**src/rtl/qdeact_stream.sv**
```systemverilog
// qdeact_stream: N-lane streaming dequantizer (zero-point subtract, signed scale, round/shift/saturate), 3-stage valid/ready pipeline.
// Optional macro QDEACT_SAT_FLAG_EN adds per-lane m_sat and a sticky sat_seen output.
module qdeact_stream #(
  parameter int N   = 1,
  parameter int YB  = 8,
  parameter int YBF = 4,
  parameter int SB  = 8,
  parameter int SBF = 6,
  parameter int XB  = 12,
  parameter int XBF = 8
) (
  input  logic             clk,
  input  logic             rstn,
  input  logic             cfg_valid,
  input  logic [SB-1:0]    cfg_scale,
  input  logic [YB-1:0]    cfg_zp,
  input  logic             s_valid,
  output logic             s_ready,
  input  logic [N*YB-1:0]  s_data,
  output logic             m_valid,
  input  logic             m_ready,
  output logic [N*XB-1:0]  m_data
`ifdef QDEACT_SAT_FLAG_EN
  ,
  output logic [N-1:0]     m_sat,
  output logic [0:0]       sat_seen
`endif
);

  localparam int DW  = YB + 1;
  localparam int PW  = YB + 1 + SB;
  localparam int SH  = YBF + SBF - XBF;
  localparam int SHR = (SH > 0) ? SH : 0;
  localparam int SHL = (SH < 0) ? -SH : 0;
  localparam int RW  = YB + SB + 2 + SHL;
  localparam int RSH = (SH > 0) ? SH - 1 : 0;

  localparam logic signed [RW-1:0] RND  = (SH > 0) ? ({{(RW-1){1'b0}}, 1'b1} << RSH) : '0;
  localparam logic signed [RW-1:0] XMAX = {{(RW-XB+1){1'b0}}, {(XB-1){1'b1}}};
  localparam logic signed [RW-1:0] XMIN = {{(RW-XB+1){1'b1}}, {(XB-1){1'b0}}};
  localparam logic [SB-1:0]        SCALE_ONE = {{(SB-1){1'b0}}, 1'b1} << SBF;

  logic [SB-1:0]        scale_q, scale_d;
  logic [YB-1:0]        zp_q, zp_d;
  logic                 v1_q, v1_d;
  logic                 v2_q, v2_d;
  logic                 v3_q, v3_d;
  logic signed [DW-1:0] d1_q [N];
  logic signed [DW-1:0] d1_d [N];
  logic signed [SB-1:0] sc1_q, sc1_d;
  logic signed [PW-1:0] p2_q [N];
  logic signed [PW-1:0] p2_d [N];
  logic [N*XB-1:0]      x3_q, x3_d;
  logic                 adv1, adv2, adv3;
  logic signed [RW-1:0] pe, r;
  logic                 hi, lo;
`ifdef QDEACT_SAT_FLAG_EN
  logic [N-1:0]         sat3_q, sat3_d;
  logic                 sat_seen_q, sat_seen_d;
`endif

  // Each stage advances when empty or when the next one moves, so bubbles collapse.
  always_comb begin
    adv3    = !v3_q || m_ready;
    adv2    = !v2_q || adv3;
    adv1    = !v1_q || adv2;
    s_ready = adv1;
  end

  always_comb begin
    scale_d = scale_q;
    zp_d    = zp_q;
    if (cfg_valid) begin
      scale_d = cfg_scale;
      zp_d    = cfg_zp;
    end
    v1_d  = adv1 ? s_valid : v1_q;
    v2_d  = adv2 ? v1_q : v2_q;
    v3_d  = adv3 ? v2_q : v3_q;
    sc1_d = sc1_q;
    if (adv1 && s_valid) sc1_d = scale_q;
    for (int unsigned n = 0; n < N; n++) begin
      d1_d[n] = d1_q[n];
      p2_d[n] = p2_q[n];
      if (adv1 && s_valid)
        d1_d[n] = $signed({1'b0, s_data[n*YB +: YB]}) - $signed({1'b0, zp_q});
      if (adv2 && v1_q)
        p2_d[n] = PW'(d1_q[n]) * PW'(sc1_q);
    end
  end

  // Right shift with rounding and left shift are folded into one expression:
  // for a given SH, one of SHR/SHL is zero and RND is zero whenever SHR is.
  always_comb begin
    x3_d = x3_q;
    pe   = '0;
    r    = '0;
    hi   = 1'b0;
    lo   = 1'b0;
`ifdef QDEACT_SAT_FLAG_EN
    sat3_d = sat3_q;
`endif
    for (int unsigned n = 0; n < N; n++) begin
      pe = RW'(p2_q[n]) + RND;
      r  = (pe >>> SHR) <<< SHL;
      hi = (r > XMAX);
      lo = (r < XMIN);
      if (adv3 && v2_q) begin
        x3_d[n*XB +: XB] = hi ? XMAX[XB-1:0] : (lo ? XMIN[XB-1:0] : r[XB-1:0]);
`ifdef QDEACT_SAT_FLAG_EN
        sat3_d[n] = hi || lo;
`endif
      end
    end
  end

`ifdef QDEACT_SAT_FLAG_EN
  always_comb begin
    sat_seen_d = sat_seen_q;
    if (cfg_valid) sat_seen_d = 1'b0;
    if (v3_q && m_ready && (|sat3_q)) sat_seen_d = 1'b1;
  end
`endif

  always_ff @(posedge clk or negedge rstn) begin
    if (!rstn) begin
      scale_q <= SCALE_ONE;
      zp_q    <= '0;
      v1_q    <= 1'b0;
      v2_q    <= 1'b0;
      v3_q    <= 1'b0;
      sc1_q   <= '0;
      x3_q    <= '0;
      for (int unsigned n = 0; n < N; n++) begin
        d1_q[n] <= '0;
        p2_q[n] <= '0;
      end
`ifdef QDEACT_SAT_FLAG_EN
      sat3_q     <= '0;
      sat_seen_q <= 1'b0;
`endif
    end else begin
      scale_q <= scale_d;
      zp_q    <= zp_d;
      v1_q    <= v1_d;
      v2_q    <= v2_d;
      v3_q    <= v3_d;
      sc1_q   <= sc1_d;
      x3_q    <= x3_d;
      for (int unsigned n = 0; n < N; n++) begin
        d1_q[n] <= d1_d[n];
        p2_q[n] <= p2_d[n];
      end
`ifdef QDEACT_SAT_FLAG_EN
      sat3_q     <= sat3_d;
      sat_seen_q <= sat_seen_d;
`endif
    end
  end

  assign m_valid = v3_q;
  assign m_data  = x3_q;
`ifdef QDEACT_SAT_FLAG_EN
  assign m_sat    = sat3_q;
  assign sat_seen = sat_seen_q;
`endif

endmodule

```
**config.mk**
```make
export PLATFORM = sky130hd
export DESIGN_NAME = qdeact_stream
export DESIGN_NICKNAME = d
export VERILOG_FILES = /design/src/rtl/qdeact_stream.sv
export SDC_FILE = /design/constraint.sdc
export NUM_CORES = 1
export LEC_CHECK = 0
export BUFFER_PORTS_ARGS = -buffer_cell sky130_fd_sc_hd__buf_2
export CAP_MARGIN = 40
export CORE_ASPECT_RATIO = 1.4
export CORE_UTILIZATION = 35
export CTS_CLUSTER_SIZE = 40
export DETAILED_ROUTE_END_ITERATION = 16
export PLACE_DENSITY = 0.58
export SYNTH_ARGS = -nofsm -noshare
export SYNTH_HDL_FRONTEND = slang
export SYNTH_SLANG_ARGS = --single-unit
```
**constraint.sdc**
```tcl
create_clock -name clk -period 9.7 [get_ports clk]
set_clock_uncertainty 0.05 [all_clocks]
set_input_delay 1.94 -clock clk [delete_from_list [all_inputs] [get_ports clk]]
set_output_delay 1.94 -clock clk [all_outputs]
set_load 0.03 [all_outputs]
```
### After elaboration in Yosys (flattened, before gate mapping)

Cells that the tools add are included.

* register bits after elaboration: 65
* bits of input ports: 29
* output and inout port bits: 14
* word-level logic and storage cells: 25

* multiplexer cells: 2
* reductions and logical operators: 9
* magnitude comparators: 2
* $add $sub $neg: 2
* $mul: 1

Operators by type and width (number)
* $mux W12: 2
* $add A17 B3 Y18 const B: 1
* $mul A9 B8 Y17: 1
* $gt A16 B12 Y1 const B: 1
* $lt A16 B12 Y1 const B: 1
* $sub A8 B8 Y9: 1
* $logic_and A1 B1 Y1: 3
* $logic_not A1 Y1: 3
* $logic_or A1 B1 Y1: 3

### Logic depth before layout (Yosys ltp)

Gate-level depths: netlist (run 1).

* depth after elaboration: 5
* gate-level depth with buffers: 18
* gate-level depth less buffers: 17

### Least setup slack after synthesis (run 1)

Ideal clock, no wire load.

* path type: register to register
* start point: register sc1_q[3]
* end point: register p2_q[15] in the netlist's numbering
* setup slack: 5220 ps
* path buffers: 1
* cell stages (with the launch flop): 18
* required time: 9516 ps
* library setup time: 134 ps
* arrival time: 4296 ps
* period minus slack after synthesis: 4480 ps
* cells stage by stage: dfrtp_1 clkbuf_1 and2_1 fa_1 inv_1 fa_1 inv_1 fa_1 inv_1 fa_1 inv_1 ha_1 and3_1 and3_1 a41oi_1 a31oi_1 xnor2_1 o21ai_0

* word-level cells in the longest chain between the ends: 1

RTL lines
* start, declared: line 50 `logic signed [SB-1:0] sc1_q, sc1_d;`
* start signal, assigned: line 132 `sc1_q <= '0;`
* start signal, assigned: line 148 `sc1_q <= sc1_d;`
* $mul A9 B8 Y17: line 88 `p2_d[n] = PW'(d1_q[n]) * PW'(sc1_q);`
* end signal, assigned by index: line 152 `p2_q[n] <= p2_d[n];`
* end, declared: line 51 `logic signed [PW-1:0] p2_q [N];`

No other way between the ends.
A chain may end at the register's enable or synchronous reset.

### Worst setup path in the final report (run 1)

* start point: register sc1_q[3]
* end point: register p2_q[16] in the netlist's numbering

The elaborated chain is that of the path after synthesis.

==> results.json, run 1 <==
{
  "clock_path_buffers": 2,
  "status": "complete, but fails checks",
  "netlist-cell-type-count": 46,
  "placed_cells": 818,
  "min-delay-start": "m_data[11]",
  "antenna_left": 0,
  "hold_end": "m_data[11]",
  "wl_met2_mm": 5.499,
  "synth_ff_type": "dfrtp_1",
  "rsz0062_at_grt": "no",
  "cp.required_ps": 9880,
  "die_x_um": 110.3,
  "worst_pin_slew_ps": 824.6,
  "synth-edff-count": 0,
  "cts_tree": "yes",
  "path_clk_slew_ps": 50,
  "synthArstFlopShare": 1.000,
  "dieArea_um2": 16930,
  "yosysWarnings": 0,
  "reg2reg_to": "p2_q[16]",
  "reg2reg_depth": 16,
  "drcViolationCount": 2,
  "synth_xor_area_frac": 0.04576,
  "synth-seq-cells": 64,
  "drt_iter0_markers": 108,
  "die_y_um": 153.6,
  "hold_class": "flip-flop to flip-flop",
  "cp_cell_sequence": "and2_1, fa_1, inv_1, fa_1, inv_1, fa_1, inv_1, fa_1, inv_1, ha_1, o211ai_1, a211oi_1, o21ai_0, a31oi_1, nor3_1, o31ai_1",
  "hold_buffers": 0,
  "crit_fanout": 10,
  "fin_area_um2": 6434,
  "final_layout_size_suffix_gt1_frac": 0.1449,
  "slew_headroom": 0.4503,
  "reg2reg_from": "sc1_q[3]",
  "fmax_ghz": 0.2081,
  "cts_sinks": 64,
  "critPathArrivalTime_ps": 4980,
  "synth_adder_area_share": 0.3033,
  "core-area_um2": 16100,
  "port_buffers": 42,
  "failed_checks": "DRC",
  "finalSetupViolCount": 0,
  "route.met3.wl_um": 244,
  "io_pins": 43,
  "clockRootBuffer": "clkbuf_16",
  "htree_num_levels": 3,
  "drv_cap": 0,
  "end_kind": "flip-flop",
  "post_cts_buffers": 0,
  "cts_made_buffers": 9,
  "final_common_cell": "inv_1",
  "met1_length_mm": 4.520,
  "synth_compound_area_frac": 0.09588,
  "cp_slowest_cell": "fa_1",
  "fin_crit_sh": 0.4953,
  "routed_wl_mm": 10.46,
  "synth_top_family_by_area": "adder cells",
  "period_needed_ps": 4804,
  "crit_family": "adder cells",
  "rrSetupSlack_ps": 4900,
  "synthMuxAreaShare": 0.04293,
  "initial_core_util": 0.3566,
  "clkLatencyLatePin_ps": 330,
  "viasPerCell": 4.677,
  "synthesis.instances": 590,
  "grt_pass1_wl_mm": 18.73,
  "drtPass1Iterations": 10,
  "hold_path_depth": 2,
  "ys_seq_area_frac": 0.2791,
  "gp_congestion": 0.7671,
  "wire_per_inst_um": 12.54,
  "highest_layer": "met4",
  "place_hpwl_mm": 8.578,
  "finalHoldViolCount": 0,
  "syn_area_um2": 5742,
  "syn_avg_cell_area_um2": 9.732,
  "rows": 55,
  "final_cell_mix": "inv_1, nand2_1, dfrtp_1, fa_1, and2_1",
  "syn_to_final_growth_pct": 12.05,
  "num_antenna_cells": 0,
  "antenna_found_initial": 0,
  "holdWs_ps": 424.8,
  "syn-num-nets": 721,
  "grt-ovfl-total": 0,
  "path_class": "flip-flop to flip-flop",
  "maxSlewViolCount": 0,
  "fin_nets": 761,
  "start_kind": "flip-flop",
  "fin_cells": 834,
  "grt_pass1_vias": 4280,
  "placed_cell_area_um2": 6156,
  "critPathMaxStageDelay_ps": 610,
  "grt_usage": 0.1401,
  "grt_max_degree": 65,
  "synthSimpleGateAreaFrac": 0.1525,
  "setup_tns_ps": 0,
  "num_vias": 3901,
  "ctsResizeCount": 0,
  "path_buf_inv": 4
}
## registers in the layout, indices dropped and copies added (netlist names)
signal   cells
p2_q        16
scale_q      8
m_valid      1
zp_q         8
v2_q         1
m_data      12
sc1_q        8
d1_q         9
v1_q         1
## worst max-delay path by stage
stage | from | end | slack, ps | cells after the start
floorplan | sc1_q[3] | p2_q[15] | 5220 | 17
global placement | sc1_q[3] | p2_q[15] | 5050 | 16
detailed placement | sc1_q[3] | p2_q[16] | 4900 | 16
CTS | sc1_q[3] | p2_q[16] | 4910 | 16
global route | sc1_q[3] | p2_q[16] | 4620 | 16
finish | sc1_q[3] | p2_q[16] | 4900 | 16
## cells in the mapped netlist, types with 8 or more instances
library cell	number	area share
and2_1	43	0.047
clkbuf_1	14	0.0092
dfrtp_1	63	0.27
fa_1	62	0.22
ha_1	40	0.087
inv_1	102	0.067
mux2_2	21	0.041
nand2_1	70	0.046
nand2b_1	8	0.0087
nor2_1	19	0.012
o21ai_0	30	0.026
o311ai_1	8	0.012
xnor2_1	17	0.026
xor2_1	13	0.020
## kinds of logic (layout without fill, tap and decap cells)
kind of cell | Yosys count | after routing
simple gates | 172 | 172
buf+inv | 119 | 164
fa+ha+maj | 102 | 102
compound gates | 81 | 81
flops | 64 | 64
xor+xnor | 30 | 30
mux | 22 | 22
## layout make-up
type | count | area (um2)
clock buffers | 13 | 260.3
clock inverters | 3 | 17.52
fillers | 1629 | 9669
inverters | 103 | 386.6
multi-input cells | 407 | 3677
flip-flops and latches | 64 | 1603
well taps | 199 | 249.0
repair buffers | 45 | 240.2
## worst min-delay path, delay by kind of cell, from the launching register on
kind	cells	cell delay (ps)
AO/OA/AOI/OAI	1	60
AND/OR/NAND/NOR	1	50
flip-flops	1	330
## metal layers
layer / global-route usage / vias up
met5: 0 / -
met3: 0.02374 / 17
met1: 0.1591 / 1861
li1: - / 1965
met4: 0.05827 / 0
met2: 0.2526 / 58
## metrics by stage
stage / setup slack (ps) / utilization
floorplan: 5220 / -
global placement: 5051 / 0.3809
detailed placement: 4903 / 0.3823
finish: 4896 / 0.3995
CTS: 4910 / 0.3995
global route: 4621 / 0.3995
Power of run 1 is not shown: default switching activity piles up to over one toggle a cycle in this logic, so the estimate is an artifact.
==> run 2: changes to the inputs <==
--- a/config.mk
+++ b/config.mk
@@ -11,7 +11,7 @@
 export CORE_UTILIZATION = 35
 export CTS_CLUSTER_SIZE = 40
 export DETAILED_ROUTE_END_ITERATION = 16
-export PLACE_DENSITY = 0.58
+export PLACE_DENSITY = 0.6
 export SYNTH_ARGS = -nofsm -noshare
 export SYNTH_HDL_FRONTEND = slang
 export SYNTH_SLANG_ARGS = --single-unit
==> constraint.sdc (replaced) <==
create_clock -name clk -period 4.35 [get_ports clk]
set_clock_uncertainty 0.05 [all_clocks]
set_input_delay 0.87 -clock clk [delete_from_list [all_inputs] [get_ports clk]]
set_output_delay 0.87 -clock clk [all_outputs]
set_load 0.03 [all_outputs]
==> results.json, run 2 (synthesis results as in run 1) <==
{
  "cts_tree": "yes",
  "largest_reg_flops": 16,
  "die_x_um": 110.3,
  "die_y_um": 153.6,
  "cp_slowest_cell": "fa_2",
  "path_clk_slew_ps": 50,
  "core-area_um2": 16100,
  "hold_path_depth": 2,
  "num_antenna_cells": 0,
  "critPathMaxStageDelay_ps": 600,
  "final_cell_mix": "inv_1, nand2_1, fa_1, dfrtp_1, buf_2",
  "port_buffers": 42,
  "rows": 55,
  "viasPerCell": 4.676,
  "drt_iter0_markers": 101,
  "fin_crit_sh": 0.9870,
  "drv_cap": 0,
  "holdWs_ps": 422.4,
  "grt_pass1_vias": 4309,
  "final_common_cell": "inv_1",
  "dieArea_um2": 16930,
  "path_buf_inv": 4,
  "hold_class": "flip-flop to flip-flop",
  "start_kind": "flip-flop",
  "maxSlewViolCount": 0,
  "gp_congestion": 0.8091,
  "routed_wl_mm": 11.12,
  "finalHoldViolCount": 0,
  "grt-ovfl-total": 0,
  "io_pins": 43,
  "rrSetupSlack_ps": 60,
  "place_hpwl_mm": 9.022,
  "crit_fanout": 4,
  "cts_sinks": 64,
  "final_layout_size_suffix_gt1_frac": 0.2765,
  "slew_headroom": 0.4586,
  "end_kind": "flip-flop",
  "fin_nets": 806,
  "multi_input_area_um2": 3881,
  "drcViolationCount": 2,
  "num_vias": 4110,
  "critPathArrivalTime_ps": 4470,
  "path_class": "flip-flop to flip-flop",
  "gr-max-usage-layer": "met2",
  "syn_to_final_growth_pct": 23.51,
  "largest-register": "p2_q",
  "grt_use_met1": 0.1574,
  "failed_checks": "DRC",
  "rsz0062_at_grt": "yes",
  "antenna_left": 0,
  "htree_num_levels": 3,
  "cp_cell_sequence": "and2_4, fa_2, inv_4, fa_1, inv_2, fa_1, inv_2, fa_1, inv_2, ha_4, o211ai_1, a211oi_2, o21ai_2, a31oi_1, nor3_1, o31ai_1",
  "cts_made_buffers": 9,
  "clockRootBuffer": "clkbuf_16",
  "status": "complete, but fails checks",
  "hold_end": "m_data[0]",
  "grt_max_degree": 29,
  "period_needed_ps": 4294,
  "min-delay-start": "m_data[0]",
  "wire_per_inst_um": 12.65,
  "use_met3": 0.02374,
  "drtPass1Iterations": 10,
  "grtUsageMet2": 0.2597,
  "clock_path_buffers": 2,
  "fillers": 1555,
  "register_area_um2": 1619,
  "initial_core_util": 0.3566,
  "antenna_found_initial": 0,
  "clkLatencyLatePin_ps": 330,
  "finalSetupViolCount": 0,
  "reg2reg_to": "p2_q[16]",
  "fmax_ghz": 0.2329,
  "worst_pin_slew_ps": 810.2,
  "reg2reg_from": "sc1_q[4]",
  "reg2reg_depth": 16,
  "cp.required_ps": 4530,
  "crit_family": "adder cells",
  "grt_usage": 0.1416,
  "grt_pass1_wl_mm": 18.97
}
==> run 2: changes by cell type in the layout (fill, tap and decap cells not counted), sizes merged <==
cell and change:
clkbuf -1, inv +1, buf +45, bufinv +1, clkinv -1
==> run 2: how the worst max path moves through the flow <==
stage | startpoint | to | cells after the start | slack [ps]
after global routing | sc1_q[3] | p2_q[16] | 16 | -110
after global placement | sc1_q[7] | p2_q[16] | 15 | -60
after detailed placement | sc1_q[7] | p2_q[16] | 15 | -180
after CTS | d1_q[1] | p2_q[16] | 15 | 3
final | sc1_q[4] | p2_q[16] | 16 | 60
after floorplan | sc1_q[4] | p2_q[16] | 17 | 50
==> run 2: repair_timing <==
action,CTS,global route
hold endpoints to repair,0,0
gates cloned,0,0
setup buffers,7,14
pin swaps,12,37
hold buffers,0,0
endpoints found under the setup margin,5,7
gates resized for setup,22,35
==> run 2: worst min-delay path, cell delays in order (launching register included) <==
cell,delay [ps]
dfrtp_1,330
nand2_1,50
o31ai_1,50
==> run 2: final cells by class <==
cell class,count,share of cell area
Tap cell,199,0.03511
Clock inverter,4,0.007234
Clock buffer,12,0.03758
Timing Repair Buffer,90,0.08927
Multi-Input combinational cell,407,0.5473
Inverter,103,0.05522
Sequential cell,64,0.2283
==> run 2: per-stage QoR <==
stage / setup TNS, ps / cell area [um2] / util / instances / setup WS [ps]
5_1_grt: -142.6 / 7092 / 0.4404 / 879 / -108.0
3_5_place_dp: -385.4 / 6389 / 0.3967 / 842 / -177.1
6_report: 0 / 7092 / 0.4404 / 879 / 56.38
2_1_floorplan: 0 / 5772 / - / 590 / 53.08
4_1_cts: 0 / 6813 / 0.4231 / 865 / 2.983
3_3_place_gp: -73.22 / 6334 / 0.3933 / 839 / -62.26
==> run 2: metal layers <==
metal / up-vias / share of wire / wire (um)
li1: 2056 / - / -
met1: 1977 / 0.42 / 4651
met2: 58 / 0.53 / 5931
met3: 19 / 0.023 / 253
met4: 0 / 0.025 / 282
met5: - / 0 / 0
Power of run 2 is left out for the same reason.
==> run 3: changes to the inputs <==
--- a/config.mk
+++ b/config.mk
@@ -5,6 +5,7 @@
 export SDC_FILE = /design/constraint.sdc
 export NUM_CORES = 1
 export LEC_CHECK = 0
+export ABC_AREA = 1
 export BUFFER_PORTS_ARGS = -buffer_cell sky130_fd_sc_hd__buf_2
 export CAP_MARGIN = 40
 export CORE_ASPECT_RATIO = 1.4
==> results.json, run 3 <==
{
  "die_y_um": 157.7,
  "synthMuxAreaShare": 0.001859,
  "status": "complete, no violations",
  "use_met3": 0.02182,
  "cp.required_ps": 4520,
  "synthSimpleGateAreaFrac": 0.2080,
  "grt_pass1_wl_mm": 22.34,
  "path_clk_slew_ps": 60,
  "grt-ovfl-total": 0,
  "crit_fanout": 4,
  "htree_num_levels": 3,
  "synthesis.instances": 792,
  "rows": 56,
  "period_needed_ps": 4200,
  "rrSetupSlack_ps": 150,
  "largest-register": "p2_q",
  "largest_reg_flops": 16,
  "synth_ff_type": "dfrtp_1",
  "fmax_ghz": 0.2381,
  "grt_pass1_vias": 5012,
  "die_x_um": 113.2,
  "netlist-cell-type-count": 30,
  "reg2reg_to": "p2_q[16]",
  "wire_per_inst_um": 12.00,
  "synth_xor_area_frac": 0.03760,
  "synthArstFlopShare": 1.000,
  "fin_crit_sh": 0.9654,
  "path_buf_inv": 5,
  "worst_pin_slew_ps": 756.4,
  "drcViolationCount": 0,
  "start_kind": "flip-flop",
  "synth_compound_area_frac": 0.06734,
  "num_vias": 4722,
  "drv_cap": 0,
  "grt_max_degree": 33,
  "finalSetupViolCount": 0,
  "hold_class": "input port to asynchronous set/reset pin",
  "syn-num-nets": 923,
  "port_buffers": 42,
  "place_hpwl_mm": 10.30,
  "critPathMaxStageDelay_ps": 560,
  "antenna_left": 0,
  "fillers": 1721,
  "syn_to_final_growth_pct": 16.79,
  "final_core_util": 0.4207,
  "grtUsageMet2": 0.3146,
  "final_cell_mix": "nand2_1, inv_1, fa_1, dfrtp_1, o21ai_0",
  "grt_usage": 0.1582,
  "final_layout_size_suffix_gt1_frac": 0.1712,
  "slew_headroom": 0.4945,
  "reg2reg_depth": 18,
  "yosysTopAreaCell": "dfrtp_1",
  "path_common_cell": "fa_1",
  "drtPass1Iterations": 4,
  "clkLatencyLatePin_ps": 340,
  "critPathArrivalTime_ps": 4370,
  "synth-edff-count": 0,
  "finalHoldViolCount": 0,
  "rsz0062_at_grt": "yes",
  "clock_path_buffers": 2,
  "clockRootBuffer": "clkbuf_16",
  "drt_iter0_markers": 180,
  "netlist_top_cells_count": "nand2_1, inv_1, dfrtp_1",
  "dieArea_um2": 17840,
  "gr-max-usage-layer": "met2",
  "cts_made_buffers": 9,
  "maxSlewViolCount": 0,
  "end_kind": "flip-flop",
  "grt_use_met1": 0.1619,
  "synth-seq-cells": 64,
  "initial_core_util": 0.3602,
  "yosys-top-cells-area": "dfrtp_1, fa_1, nand2_1, inv_1, ha_1",
  "cp_cell_sequence": "buf_6, buf_4, nand2_1, fa_1, inv_1, fa_1, fa_1, inv_1, fa_1, inv_1, ha_4, a21oi_4, o21ai_1, nand2_1, nand4_1, nand3b_1, nand3_1, nand2_1",
  "final_common_cell": "nand2_1",
  "viasPerCell": 4.497,
  "io_pins": 43,
  "cts_tree": "yes",
  "num_antenna_cells": 0,
  "syn_area_um2": 6057,
  "routed_wl_mm": 12.60,
  "yosysWarnings": 0,
  "synth_adder_area_share": 0.2875,
  "fin_nets": 975,
  "syn_avg_cell_area_um2": 7.648,
  "cp_slowest_cell": "fa_1",
  "synth_most_common_cell": "nand2_1",
  "antenna_found_initial": 0,
  "ys_seq_area_frac": 0.2646,
  "reg2reg_from": "sc1_q[2]",
  "core-area_um2": 16820,
  "crit_family": "adder cells",
  "synth_top_family_by_area": "adder cells",
  "gp_congestion": 0.8602,
  "synth_top_cell_area_share": 0.2603,
  "cts_sinks": 64,
  "path_class": "flip-flop to flip-flop"
}
==> run 3: cell count changes in the layout (fill, tap and decap cells not counted), moves of 17 or more <==
| cell | before | now |
|---|---|---|
| and2_1 | 38 | 0 |
| nand2_1 | 67 | 233 |
| buf_4 | 41 | 24 |
| mux2_2 | 21 | 1 |
| o21ai_0 | 26 | 47 |
| inv_1 | 98 | 172 |
==> run 3: cell type report <==
cell class,count,area (um2),area share
flip-flops and latches,64,1614,0.2282
clock buffers,11,252.7,0.03573
multi-input cells,520,3810,0.5386
clock inverters,3,18.77,0.002653
well taps,203,254.0,0.03590
repair buffers,70,452.9,0.06403
inverters,179,671.9,0.09498
==> run 3: logic make-up (layout without fill, tap and decap cells) <==
group | count (synthesis) | after routing
and+or+nand+nor | 313 | 313
buffers and inverters | 208 | 263
adders and majority gates | 102 | 102
AOI/OAI and AO/OA | 78 | 78
DFF | 64 | 64
xor gates and xnor gates | 26 | 26
muxes | 1 | 1
==> run 3: worst register-to-register path, stage by stage, from the launching register on <==
cell	delay, ps
dfrtp_1	420
buf_6	130
buf_4	100
nand2_1	60
fa_1	500
inv_1	50
fa_1	460
fa_1	550
inv_1	60
fa_1	560
inv_1	80
ha_4	280
a21oi_4	180
o21ai_1	120
nand2_1	90
nand4_1	110
nand3b_1	170
nand3_1	70
nand2_1	50
==> run 3: per-stage QoR <==
stage | hold WS, ps | setup TNS (ps) | cell area [um2] | setup slack (ps) | cells
after floorplan | 397.7 | 0 | 6057 | 30.22 | 792
after global placement | 408.1 | 0 | 6565 | 47.28 | 1030
after detailed placement | 410.6 | -75.24 | 6585 | -60.16 | 1031
after CTS | 347.1 | 0 | 6873 | 17.49 | 1045
after global routing | 361.7 | -127.4 | 7074 | -50.96 | 1050
final | 348.7 | 0 | 7074 | 150.4 | 1050
==> run 3: worst max path at each step <==
stage,startpoint,to,slack (ps),cells past startpoint
4_1_cts,sc1_q[7],p2_q[16],20,18
5_1_grt,sc1_q[6],p2_q[14],-50,17
6_report,sc1_q[2],p2_q[16],150,18
2_1_floorplan,sc1_q[7],p2_q[16],30,17
3_5_place_dp,sc1_q[7],p2_q[16],-60,18
3_3_place_gp,sc1_q[7],p2_q[16],50,18
==> run 3: timing repair <==
item / 4_1_cts / 5_1_grt
gates resized for setup: 3 / 56
hold buffers: 0 / 0
setup endpoints to repair: 4 / 8
cloned: 0 / 0
pin swaps: 2 / 12
setup buffers: 0 / 5
==> run 3: layer usage <==
layer	vias up	routed length, um	share of wire
li1	2451	-	-
met1	2153	4932	0.39
met2	90	6962	0.55
met3	28	366	0.029
met4	0	340	0.027
met5	-	0	0
Power of run 3 is left out for the same reason.
